--- src/rtl/serial_adder.sv ---
// Bit-serial WIDTH-bit adder: one full-add cell, LSB first, start/done handshake.
// Define SERIAL_ADDER_CIN_EN to add a carry-in port sampled with start.
module serial_adder #(
  parameter int WIDTH = 8
) (
  input  logic             clk,
  input  logic             rst,
  input  logic             start,
  input  logic [WIDTH-1:0] a,
  input  logic [WIDTH-1:0] b,
`ifdef SERIAL_ADDER_CIN_EN
  input  logic             cin,
`endif
  output logic             busy,
  output logic             done,
  output logic [WIDTH-1:0] sum,
  output logic             cout
);

  localparam int CW = $clog2(WIDTH) + 1;

  localparam logic [1:0] IDLE = 2'd0;
  localparam logic [1:0] RUN  = 2'd1;
  localparam logic [1:0] DONE = 2'd2;

  logic [1:0]       state;
  logic [WIDTH-1:0] a_sh;
  logic [WIDTH-1:0] b_sh;
  logic [WIDTH-1:0] ps;
  logic             c;
  logic [CW-1:0]    cnt;

  logic             cin0;
  logic             ha1_s;
  logic             ha1_c;
  logic             s;
  logic             ha2_c;
  logic             c_nx;
  logic [WIDTH:0]   ps_wide;
  logic [WIDTH-1:0] ps_nx;
  logic             last;

`ifdef SERIAL_ADDER_CIN_EN
  assign cin0 = cin;
`else
  assign cin0 = 1'b0;
`endif

  // Full adder built from two half-add stages and a carry OR.
  assign ha1_s = a_sh[0] ^ b_sh[0];
  assign ha1_c = a_sh[0] & b_sh[0];
  assign s     = ha1_s ^ c;
  assign ha2_c = ha1_s & c;
  assign c_nx  = ha1_c | ha2_c;

  // Insert the new bit at the MSB; the concat form also works for WIDTH=1.
  assign ps_wide = {s, ps};
  assign ps_nx   = ps_wide[WIDTH:1];
  assign last    = (cnt == CW'(WIDTH - 1));

  assign busy = (state == RUN);
  assign done = (state == DONE);

  always_ff @(posedge clk or posedge rst) begin
    if (rst) begin
      state <= IDLE;
      a_sh  <= '0;
      b_sh  <= '0;
      ps    <= '0;
      c     <= 1'b0;
      cnt   <= '0;
      sum   <= '0;
      cout  <= 1'b0;
    end else begin
      unique case (state)
        IDLE, DONE: begin
          if (start) begin
            a_sh  <= a;
            b_sh  <= b;
            ps    <= '0;
            c     <= cin0;
            cnt   <= '0;
            state <= RUN;
          end else begin
            state <= IDLE;
          end
        end
        RUN: begin
          ps   <= ps_nx;
          a_sh <= a_sh >> 1;
          b_sh <= b_sh >> 1;
          c    <= c_nx;
          cnt  <= cnt + CW'(1);
          if (last) begin
            sum   <= ps_nx;
            cout  <= c_nx;
            state <= DONE;
          end
        end
        default: state <= IDLE;
      endcase
    end
  end

endmodule
--- config.mk ---
export PLATFORM = sky130hd
export DESIGN_NAME = serial_adder
export DESIGN_NICKNAME = d
export VERILOG_FILES = /design/src/rtl/serial_adder.sv
export SDC_FILE = /design/constraint.sdc
export NUM_CORES = 1
export LEC_CHECK = 0
export ABC_AREA = 1
export CAP_MARGIN = 10
export CELL_PAD_IN_SITES_DETAIL_PLACEMENT = 0
export CELL_PAD_IN_SITES_GLOBAL_PLACEMENT = 2
export CORE_MARGIN = 2
export CORE_UTILIZATION = 32
export CTS_CLUSTER_DIAMETER = 200
export DETAILED_ROUTE_END_ITERATION = 10
export PLACE_DENSITY = 0.89
export SETUP_SLACK_MARGIN = 0.5
export SYNTH_ARGS = -nofsm -noshare
export SYNTH_HDL_FRONTEND = slang
export SYNTH_SLANG_ARGS = --single-unit
--- constraint.sdc ---
create_clock -name clk -period 2.3 [get_ports clk]
set_input_delay 0.46 -clock clk [delete_from_list [all_inputs] [get_ports clk]]
set_output_delay 0.46 -clock clk [all_outputs]
set_load 0.05 [all_outputs]
==> flow_metrics.env <==
export IMPL_status="complete, no violations"
export IMPL_yosysWarnings=0
export IMPL_path_depth=1
export IMPL_slowest_stage="dlygate4sd2_1"
export IMPL_grt_max_degree=40
export IMPL_gp_congestion=0.713
export IMPL_wl_met2_mm=1.48
export IMPL_skew_ns=0.00590
export IMPL_hp_class="flip-flop to flip-flop"
export IMPL_synth_area_leaders="dfrtp_1, nand2_1, inv_1"
export IMPL_clk_pin_slew_ns=0.07
export IMPL_die_w_um=77.2
export IMPL_wire_per_inst_um=10.2
export IMPL_grtUsageTotal=0.127
export IMPL_synthesis_area_um2=1720
export IMPL_dp_hpwl_mm=2.26
export IMPL_crit_chain="dlygate4sd2_1"
export IMPL_slew_headroom=0.671
export IMPL_crit_path_start_kind="flip-flop"
export IMPL_leakagePower_nw=1.18
export IMPL_worstReg2RegStart="cnt[0]"
export IMPL_drtAntennaViolNets=0
export IMPL_finalSetupTns_ns=0
export IMPL_cp_top_family="buffers and inverters"
export IMPL_first_iter_violations=70
export IMPL_routed_wl_mm=3.25
export IMPL_start_util=0.334
export IMPL_antenna_found_initial=0
export IMPL_max_slew_worst_pin_slew_ns=0.494
export IMPL_remaining_drc_errors=0
export IMPL_crit_path_max_fanout=2
export IMPL_power_density_nw_per_um2=1360
export IMPL_cts_htree_levels=2
export IMPL_setup_violations=0
export IMPL_stdcell_count=319
export IMPL_fin_crit_sh=0.709
export IMPL_vias_per_cell=4.23
export IMPL_synth_most_common_cell="nand2_1"
export IMPL_gr_total_overflow=0
export IMPL_endpoint="sum[3]"
export IMPL_drive_gt1_frac=0.0843
export IMPL_synth_cell_types=18
export IMPL_fp_row_count=26
export IMPL_finalMaxSlewViolations=0
export IMPL_path_class="flip-flop to output port"
export IMPL_first_global_vias=1351
export IMPL_max_freq_mhz=613
export IMPL_dp_cells=311
export IMPL_cpPeakStageDelay_ns=0.53
export IMPL_area_growth_pct=26.4
export IMPL_synth_edf_count=0
export IMPL_yosys_top_cells_count="nand2_1, dfrtp_1, inv_1"
export IMPL_syn_nets=235
export IMPL_arrival_ns=1.17
export IMPL_core_area_um2=5140
export IMPL_cts_buffer_depth=2
export IMPL_postCtsHoldBufs=0
export IMPL_worst_r2r_cell_count=6
export IMPL_clock_root_buffer="clkbuf_8"
export IMPL_reg2reg_to="sum[2]"
export IMPL_crit_path_end_kind="output port"
export IMPL_synthArstFlopShare=1.00
export IMPL_firstDrtPassIters=5
export IMPL_crit_buf_inv=1
export IMPL_die_h_um=77.2
export IMPL_die_area_um2=5960
export IMPL_ys_seq_area_frac=0.569
export IMPL_grt_pass1_wl_mm=6.01
export IMPL_antenna_cells=0
export IMPL_ys_flop_type="dfrtp_1"
export IMPL_cts_sinks=39
export IMPL_finalCriticalPeriod_ns=1.63
export IMPL_insertion_delay_ns=0.28
export IMPL_cp_startpoint="sum[3]"
export IMPL_io_buffer_count=29
export IMPL_ys_ff_latch=39
export IMPL_highest_layer="met4"
export IMPL_post_cts_buffers=0
export IMPL_hold_viol=0
export IMPL_yosysTopAreaCellShare=0.569
export IMPL_cts_tree="done"
export IMPL_final_nets=269
export IMPL_boundaryPins=30
export IMPL_routed_wl_met3_um=121
export IMPL_cts_inserted_buffers=5
export IMPL_synthCells=214
export IMPL_maxCapViolCount=0
export IMPL_irDropWorstVdd_mv=0.497
export IMPL_yosys_area_top_type="dfrtp_1"
export IMPL_grt_setup_unrepaired="no"
export IMPL_vias=1349
export IMPL_required_ns=1.84
export IMPL_reg2reg_setup_slack_ns=0.91
export IMPL_drt_met1_wl_mm=1.58
export IMPL_synth_avg_cell_area_um2=8.02
-- sequential cells by signal, indices dropped and copies added (netlist names) --
register,cells
a_sh,8
b_sh,8
sum,8
ps,7
cnt,4
state,2
c,1
cout,1
-- repair_timing --
item                       in CTS  in global routing
pin swaps                       0                  0
setup endpoints to repair      10                  1
gates cloned                    0                  0
gates resized for setup        10                  2
-- report_power, final --
part / internal [mW] / leakage [nW] / switching [mW] / total (mW)
registers: 0.992 / 0.491 / 0.178 / 1.17
logic: 0.450 / 0.640 / 0.906 / 1.36
clock network: 0.207 / 0.0477 / 0.223 / 0.430
-- area by class of cell --
cell class / count / area (µm²)
clock buffer: 5 / 68.8
clock inverter: 3 / 15.0
fill: 567 / 2970
inverter: 27 / 101
multi-input combinational: 143 / 613
sequential: 39 / 976
tap: 70 / 87.6
timing repair buffer: 32 / 307
-- worst min-delay path by stage --
stage                from      to  cells after the start
floorplan           ps[1]  sum[0]                      2
global placement    ps[7]  sum[6]                      2
detailed placement  ps[6]  sum[5]                      2
CTS                 ps[6]  sum[5]                      2
global route        ps[6]  sum[5]                      2
finish              ps[6]  sum[5]                      2
-- logic make-up (layout without fill, tap and decap cells) --
group,after synthesis,count (layout),synth area share
buf+inv,32,67,0.0737
compound gates,9,9,0.0306
fa+ha+maj,2,2,0.0190
flops,39,39,0.569
simple gates,132,132,0.308
-- cell usage in the layout, fill, tap and decap left out --
master	instances
nand2_1	118
dfrtp_1	39
inv_1	25
clkdlybuf4s50_1	18
dlygate4sd2_1	9
o22ai_1	6
clkbuf_8	5
nand3_1	4
nor2_1	3
clkinv_2	3
buf_4	3
inv_2	2
nor2_2	2
o21ai_0	2
nand2_2	1
nand2_4	1
nand4_1	1
nor2_4	1
a21oi_1	1
or2_2	1
fa_1	1
ha_1	1
clkbuf_2	1
buf_12	1
-- routing by layer --
metal	vias to the layer above	track usage
li1	706	-
met1	614	0.169
met2	25	0.193
met3	4	0.0353
met4	0	0.0589
met5	-	0
-- through the flow --
step	cell area [µm²]	utilization	total power, mW	setup WS (ns)	hold slack (ns)
6_report	2170	0.422	2.96	0.669	0.471
5_1_grt	2170	0.422	3.27	0.598	0.503
2_1_floorplan	1720	-	2.19	0.756	0.442
3_3_place_gp	2100	0.409	2.60	0.516	0.454
3_5_place_dp	2100	0.409	2.62	0.494	0.454
4_1_cts	2170	0.423	3.01	0.459	0.473
(Power assumes the default switching activity.)
